$ cat config.mk
export PLATFORM = sky130hd
export DESIGN_NAME = idle_config_ctrl
export DESIGN_NICKNAME = d
export VERILOG_FILES = /design/src/rtl/idle_config_ctrl.sv
export SDC_FILE = /design/constraint.sdc
export NUM_CORES = 1
export LEC_CHECK = 0
export BUFFER_PORTS_ARGS = -buffer_cell sky130_fd_sc_hd__buf_2
export CORE_MARGIN = 2
export CORE_UTILIZATION = 44
export CTS_BUF_LIST = sky130_fd_sc_hd__clkbuf_16
export DETAILED_ROUTE_END_ITERATION = 8
export PLACE_DENSITY = 0.83
export SYNTH_ARGS = -nofsm -noshare
export SYNTH_HDL_FRONTEND = slang
export SYNTH_SLANG_ARGS = --single-unit
$ cat constraint.sdc
create_clock -name i_clk -period 3.2 [get_ports i_clk]
set_clock_uncertainty 0.2 [all_clocks]
set_input_delay 0.32 -clock i_clk [delete_from_list [all_inputs] [get_ports i_clk]]
set_output_delay 0.32 -clock i_clk [all_outputs]
set_load 0.05 [all_outputs]
$ cat src/rtl/idle_config_ctrl.sv
// IDLE-state settings controller for the Simon top FSM: registers and saturates mode/level/speed, debounces start, freezes on lock.
// Settings reach the outputs one cycle after sampling; o_done follows the last debounce sample by one cycle; no backpressure.
module idle_config_ctrl #(
  parameter int MODE_W          = 2,
  parameter int LEVEL_W         = 3,
  parameter int SPEED_W         = 2,
  parameter int MAX_LEVEL       = 3,
  parameter int DEFAULT_MODE    = 0,
  parameter int DEFAULT_LEVEL   = 0,
  parameter int DEFAULT_SPEED   = 0,
  parameter int DEBOUNCE_CYCLES = 4
) (
  input  logic               i_clk,
  input  logic               i_rst_n,
  input  logic               i_enable,
  input  logic               i_start,
  input  logic [MODE_W-1:0]  i_mode,
  input  logic [LEVEL_W-1:0] i_level,
  input  logic [SPEED_W-1:0] i_speed,
  output logic [MODE_W-1:0]  o_mode,
  output logic [LEVEL_W-1:0] o_level,
  output logic [SPEED_W-1:0] o_speed,
  output logic [2:0]         o_changed,
  output logic               o_active,
  output logic               o_done,
  output logic               o_locked,
  output logic [1:0]         o_state
);

  typedef enum logic [1:0] {
    ST_OFF      = 2'b00,
    ST_CONFIG   = 2'b01,
    ST_DEBOUNCE = 2'b10,
    ST_LOCKED   = 2'b11
  } state_t;

  localparam int CNT_W = (DEBOUNCE_CYCLES > 1) ? $clog2(DEBOUNCE_CYCLES) : 1;
  localparam logic [CNT_W-1:0]   CNT_LAST  = CNT_W'(DEBOUNCE_CYCLES - 1);
  localparam logic [LEVEL_W-1:0] LEVEL_MAX = LEVEL_W'(MAX_LEVEL);

  state_t             state_q, state_d;
  logic [CNT_W-1:0]   cnt_q, cnt_d;
  logic               start_q;
  logic [MODE_W-1:0]  mode_q, mode_d;
  logic [LEVEL_W-1:0] level_q, level_d;
  logic [SPEED_W-1:0] speed_q, speed_d;
  logic [2:0]         changed_q, changed_d;
  logic               done_q, done_d;
  logic [LEVEL_W-1:0] level_sat;
  logic               start_rise;

  assign level_sat  = (i_level > LEVEL_MAX) ? LEVEL_MAX : i_level;
  assign start_rise = i_start & ~start_q;

  always_comb begin
    state_d   = state_q;
    cnt_d     = cnt_q;
    mode_d    = mode_q;
    level_d   = level_q;
    speed_d   = speed_q;
    changed_d = 3'b000;
    done_d    = 1'b0;

    // Enable drop overrides everything, including a debounce completing this cycle.
    if (!i_enable) begin
      state_d = ST_OFF;
      cnt_d   = '0;
    end else begin
      case (state_q)
        ST_OFF: begin
          state_d = ST_CONFIG;
        end
        ST_CONFIG: begin
          mode_d    = i_mode;
          level_d   = level_sat;
          speed_d   = i_speed;
          changed_d = {speed_d != speed_q, level_d != level_q, mode_d != mode_q};
          if (start_rise) begin
            if (DEBOUNCE_CYCLES > 1) begin
              state_d = ST_DEBOUNCE;
              cnt_d   = CNT_W'(1);
            end else begin
              state_d = ST_LOCKED;
              done_d  = 1'b1;
            end
          end
        end
        ST_DEBOUNCE: begin
          if (i_start) begin
            if (cnt_q == CNT_LAST) begin
              state_d = ST_LOCKED;
              done_d  = 1'b1;
              cnt_d   = '0;
            end else begin
              cnt_d = cnt_q + CNT_W'(1);
            end
          end else begin
            state_d = ST_CONFIG;
            cnt_d   = '0;
          end
        end
        ST_LOCKED: begin
          cnt_d = '0;
        end
        default: begin
          state_d = ST_OFF;
          cnt_d   = '0;
        end
      endcase
    end
  end

  always_ff @(posedge i_clk) begin
    if (!i_rst_n) begin
      state_q   <= ST_OFF;
      cnt_q     <= '0;
      start_q   <= 1'b1;
      mode_q    <= MODE_W'(DEFAULT_MODE);
      level_q   <= LEVEL_W'(DEFAULT_LEVEL);
      speed_q   <= SPEED_W'(DEFAULT_SPEED);
      changed_q <= 3'b000;
      done_q    <= 1'b0;
    end else begin
      state_q   <= state_d;
      cnt_q     <= cnt_d;
      start_q   <= i_start;
      mode_q    <= mode_d;
      level_q   <= level_d;
      speed_q   <= speed_d;
      changed_q <= changed_d;
      done_q    <= done_d;
    end
  end

  assign o_mode    = mode_q;
  assign o_level   = level_q;
  assign o_speed   = speed_q;
  assign o_changed = changed_q;
  assign o_done    = done_q;
  assign o_active  = (state_q == ST_CONFIG) || (state_q == ST_DEBOUNCE);
  assign o_locked  = (state_q == ST_LOCKED);
  assign o_state   = state_q;

endmodule

==> flow_summary.json, run 1 <==
{
  "io_pins": 26,
  "yosysWarnings": 0,
  "hpwl_um": 1240,
  "num_vias": 671,
  "worst_pin_slew_ps": 397,
  "h-tree-depth": 1,
  "cts-hold-fix-buffers": 0,
  "io_buffers": 25,
  "clockRootBuffer": "clkbuf_16",
  "gr-total-overflow": 0,
  "nets": 126,
  "viasPerCell": 5.46,
  "fp-row-count": 14,
  "synth_ff_type": "dfxtp_1",
  "max-cap-violations": 0,
  "clk_latency_ps": 240,
  "synthMostInstantiatedCell": "dfxtp_1",
  "ys_top_cells_by_area": "dfxtp_1 43%, ha_1 10%, xnor2_1 5.8%",
  "die_area_um2": 2060,
  "syn_avg_cell_area_um2": 9.30,
  "synthToLayoutAreaGrowth_pct": 27.9,
  "post_cts_resized": 0,
  "status": "complete, no violations",
  "hold_viol_final": 0,
  "drt_wl_total_um": 1600,
  "required_ps": 3140,
  "timing.fmax_mhz": 540,
  "cts_tree": "yes",
  "n_antenna_cell": 0,
  "crit_start": "o_state[0]$_SDFFE_PN0P_",
  "gp_congestion": 0.827,
  "critPathLaunchType": "flip-flop",
  "die_x_um": 45.4,
  "r2r-end": "o_state[1]$_SDFFE_PN0P_",
  "drtAntennaViolNets": 0,
  "synth.top_cell.area_share": 0.425,
  "drtIter0Drc": 17,
  "cts_buffer_depth": 2,
  "synth_cell_types": 24,
  "hold_ws_ps": 138,
  "finalMaxSlewViolations": 0,
  "hold_class": "primary input to flip-flop",
  "cts.clk_slew.worst_paths_ps": 50,
  "first_pass_iters": 4,
  "r2r_slack_ps": 1350,
  "critPathArrivalTime_ps": 1800,
  "ys_seq_elements": 16,
  "drcViolationCount": 0,
  "cts_buffers": 3,
  "antenna_found_initial": 0,
  "async_flop_share": 0,
  "synth_cells": 81,
  "avgRoutedWirePerCell_um": 13.0,
  "ir_worst_vdd_mv": 0.386,
  "relSlewSlack": 0.734,
  "pwr_density_cell_nw_per_um2": 532,
  "synth.cell_area_um2": 753,
  "grt_use_total": 0.200,
  "r2r-start": "o_state[0]$_SDFFE_PN0P_",
  "criticalPathCategory": "flip-flop to flip-flop",
  "setup_viol": 0,
  "syn_nets": 98,
  "synth_edf_count": 0,
  "grt_max_degree": 11,
  "synth_commonest_cells": "16 x dfxtp_1, 7 x a21oi_1, 7 x nand2_1",
  "end_kind": "flip-flop",
  "hp-start": "i_start",
  "endpoint": "o_state[1]$_SDFFE_PN0P_",
  "grt_pass1_wl_um": 2910,
  "core_area_um2": 1560,
  "fin_ws_ps": 1350,
  "final.setup.tns_ps": 0,
  "rsz0062_at_grt": "no",
  "p_leak_uw": 0.000438,
  "cts_setup_buffers": 0,
  "finalCriticalPeriod_ps": 1850,
  "grt_pass1_vias": 650,
  "seq_area_frac_synth": 0.425,
  "synth_top_area_cell": "dfxtp_1",
  "clkSinkCount": 16,
  "ff2ff_path_depth": 6,
  "path_max_fanout": 5,
  "dieHeight_um": 45.4,
  "fin_crit_sh": 0.579,
  "start_util": 0.483,
  "post-place-ws_ps": 1360,
  "final_layout_size_suffix_gt1_frac": 0.271
}
## per-layer routing
metal / GRT usage / wire [um]
met5: 0 / 0
met4: 0.106 / 36
met3: 0.0595 / 71
met2: 0.317 / 761
met1: 0.243 / 728
## worst max-delay path: stages (launching register included)
cell and delay, ps:
dfxtp_1 400, inv_1 110, ha_1 270, and3b_1 220
a211oi_1 380, nand2_1 90, o31ai_1 90
## power by group
| group | switching, uW | internal (uW) | leakage (uW) |
|---|---|---|---|
| Combinational | 45.5 | 22.7 | 0.000271 |
| Sequential | 5.09 | 206 | 0.000130 |
| Clock | 69.8 | 163 | 0.0000370 |
| Total | 120 | 392 | 0.000438 |
## placed cells by master, fill, tap and decap left out
cell	instances
buf_2	25
dfxtp_1	16
a21oi_1	7
nand2_1	7
nand3_1	6
ha_1	6
xnor2_1	5
nand2b_1	5
a21boi_0	4
inv_1	3
nor2_1	3
nor3_1	3
clkbuf_16	3
o31ai_1	2
o311a_1	2
nand2_2	1
and3b_1	1
a211oi_1	1
nor3b_1	1
nand4_1	1
and3_1	1
o2bb2ai_1	1
mux2i_1	1
or4_1	1
nor4bb_1	1
## registers in the layout (all words and copies together) (netlist names)
register,count
o_changed,3
o_speed,2
cnt_q,2
o_done,1
start_q,1
o_mode,2
o_level,3
o_state,2
## worst min path at each step
stage	end	slack (ps)	depth (start not counted)
4_1_cts	start_q$_SDFF_PN1_	130	2
3_3_place_gp	cnt_q[1]$_SDFFE_PN0P_	260	2
2_1_floorplan	start_q$_SDFF_PN1_	220	1
3_5_place_dp	cnt_q[1]$_SDFFE_PN0P_	280	2
6_report	start_q$_SDFF_PN1_	140	2
5_1_grt	start_q$_SDFF_PN1_	160	2
## final cells by class
type	instances	area, um^2
well taps	16	20.0
fillers	141	596
flip-flops and latches	16	320
clock buffers	3	75.1
repair buffers	25	125
inverters	3	11.3
multi-input cells	60	412
## cell families after synthesis
group                    share of synthesized area
XOR/XNOR                                    0.0581
AO/OA/AOI/OAI                                0.154
adder cells (fa/ha/maj)                     0.0997
buffers and inverters                       0.0282
multiplexers                                0.0133
flip-flops                                   0.425
AND/OR/NAND/NOR                              0.221
## metrics by stage
step	area, um^2	total power (uW)	instances	util
after floorplan	753	262	81	-
after global placement	888	281	120	0.570
after detailed placement	888	282	120	0.570
after CTS	963	519	123	0.618
after global routing	963	538	123	0.618
final	963	512	123	0.618
Power figures use the tool's default switching activity.
==> inputs of run 2 (changes only) <==
ABC_AREA = 1   (was not set)
PLACE_DENSITY = 0.82   (was 0.83)
clock period = 1.9 ns   (was 3.2 ns; I/O delays follow)
==> flow_summary.json, run 2 <==
{
  "status": "complete, no violations",
  "final.setup.tns_ps": 0,
  "fill_cells": 152,
  "synthMostInstantiatedCell": "nand2_1",
  "ys_seq_elements": 16,
  "nets": 150,
  "post_cts_resized": 0,
  "drt_wl_total_um": 1510,
  "cts.clk_slew.worst_paths_ps": 50,
  "ir_worst_vdd_mv": 0.662,
  "criticalPathCategory": "flip-flop to output port",
  "antenna_found_initial": 0,
  "p_leak_uw": 0.000528,
  "yosysWarnings": 0,
  "required_ps": 1510,
  "synth_cell_types": 17,
  "total_power_uw": 915,
  "synth.top_cell.area_share": 0.419,
  "worst_pin_slew_ps": 254,
  "relSlewSlack": 0.832,
  "grt_pass1_wl_um": 2360,
  "drcViolationCount": 0,
  "seq_area_frac_synth": 0.419,
  "final_common_cell": "buf_2",
  "io_pins": 26,
  "final_layout_size_suffix_gt1_frac": 0.280,
  "cts_tree": "yes",
  "hpwl_um": 1160,
  "synth_commonest_cells": "17 x nand2_1, 16 x dfxtp_1, 16 x nor2_1",
  "async_flop_share": 0,
  "timing.fmax_mhz": 614,
  "setup_viol": 0,
  "fp-row-count": 15,
  "n_antenna_cell": 0,
  "syn_nets": 119,
  "ys_top_cells_by_area": "dfxtp_1 42%, ha_1 9.8%, nand2_1 8.3%",
  "final_util": 0.603,
  "die_area_um2": 2090,
  "synth_ff_type": "dfxtp_1",
  "drtAntennaViolNets": 0,
  "grt_pass1_vias": 569,
  "cts_buffers": 3,
  "grt_use_total": 0.167,
  "h-tree-depth": 1,
  "clkSinkCount": 16,
  "core_area_um2": 1670,
  "final_cell_mix": "25 x buf_2, 17 x nand2_1, 16 x nor2_1, 14 x inv_1, 14 x dfxtp_1",
  "synth_cells": 102,
  "dieHeight_um": 45.7,
  "pwr_density_cell_nw_per_um2": 908,
  "start_util": 0.458,
  "synthToLayoutAreaGrowth_pct": 31.8,
  "max-cap-violations": 0,
  "avgRoutedWirePerCell_um": 10.1,
  "critPathLaunchType": "flip-flop",
  "first_pass_iters": 6,
  "syn_avg_cell_area_um2": 7.49,
  "synth.cell_area_um2": 764,
  "die_x_um": 45.7,
  "gr-total-overflow": 0,
  "hold_viol_final": 0,
  "synth_edf_count": 0,
  "clk_latency_ps": 250,
  "cts_buffer_depth": 2,
  "io_buffers": 25,
  "fin_crit_sh": 0.857,
  "critPathArrivalTime_ps": 1240,
  "rsz0062_at_grt": "no",
  "hold_class": "primary input to flip-flop",
  "finalCriticalPeriod_ps": 1630,
  "num_vias": 714,
  "path_max_fanout": 6,
  "end_kind": "output port",
  "clockRootBuffer": "clkbuf_16",
  "synth_top_area_cell": "dfxtp_1",
  "grt_max_degree": 11,
  "viasPerCell": 4.79,
  "gp_congestion": 0.817,
  "drtIter0Drc": 22,
  "finalMaxSlewViolations": 0
}
[run 2: cell count changes after synthesis, moves of 2 or more]
cell	before	now
a21boi_0	4	0
inv_1	3	14
nand2_1	7	17
nand2_2	1	4
nand2b_1	5	0
nor2_1	3	16
nor3_1	3	1
o21ai_0	0	6
o311a_1	2	0
o31ai_1	2	0
[run 2: kinds of logic (layout without fill, tap and decap cells)]
| family | Yosys count | after routing | synth area share |
|---|---|---|---|
| DFF | 16 | 16 | 0.419 |
| adders and majority gates | 6 | 6 | 0.0982 |
| buffers and inverters | 16 | 46 | 0.0802 |
| xor gates and xnor gates | 5 | 5 | 0.0573 |
| AOI/OAI and AO/OA | 15 | 15 | 0.103 |
| and+or+nand+nor | 44 | 44 | 0.242 |
[run 2: final timing paths]
path         depth (start not counted)                 endpoint                    start  slack [ps]
max                                  3                 o_active  o_state[1]$_SDFFE_PN0P_         270
min                                  3  o_speed[1]$_SDFFE_PN0P_               i_speed[1]          40
max reg2reg                          8  o_state[1]$_SDFFE_PN0P_  o_state[0]$_SDFFE_PN0P_         420
min reg2reg                          2  o_level[2]$_SDFFE_PN0P_  o_level[2]$_SDFFE_PN0P_         250
[run 2: stage by stage]
step,setup slack (ps),hold slack [ps],instance area [um^2],cells
floorplan,154,74.8,767,102
global placement,477,226,908,143
detailed placement,432,236,908,143
CTS,261,31.3,1010,149
global route,212,44.8,1010,149
finish,272,36.1,1010,149
[run 2: per-layer routing]
metal  up-vias  GRT usage  share of wire
met5         -          0              0
met4         0      0.106          0.026
met3         4     0.0714          0.045
met2        19      0.254           0.48
met1       314      0.189           0.44
li1        377          -              -
[run 2: final cells by class]
class	count	area, um^2	area share
Tap cell	17	21.3	0.0211
Multi-Input combinational cell	70	383	0.380
Clock buffer	3	75.1	0.0745
Inverter	15	56.3	0.0559
Timing Repair Buffer	27	145	0.144
Clock inverter	1	3.75	0.00373
Sequential cell	16	323	0.320
[run 2: worst max-delay path, cell delays in order (launching register included)]
cell     delay, ps
dfxtp_2        370
inv_1           70
ha_1           280
buf_2          260
[run 2: power breakdown]
part | leakage [uW] | internal, uW | switching [uW]
clock | 0.0000385 | 279 | 131
combinational | 0.000358 | 45.6 | 98.6
sequential | 0.000131 | 350 | 10.1
total | 0.000528 | 675 | 240
[run 2: what timing repair did]
action	4_1_cts	5_1_grt
hold endpoints to repair	1	0
hold buffers	2	0
setup endpoints to repair	0	0
buffers inserted	0	0
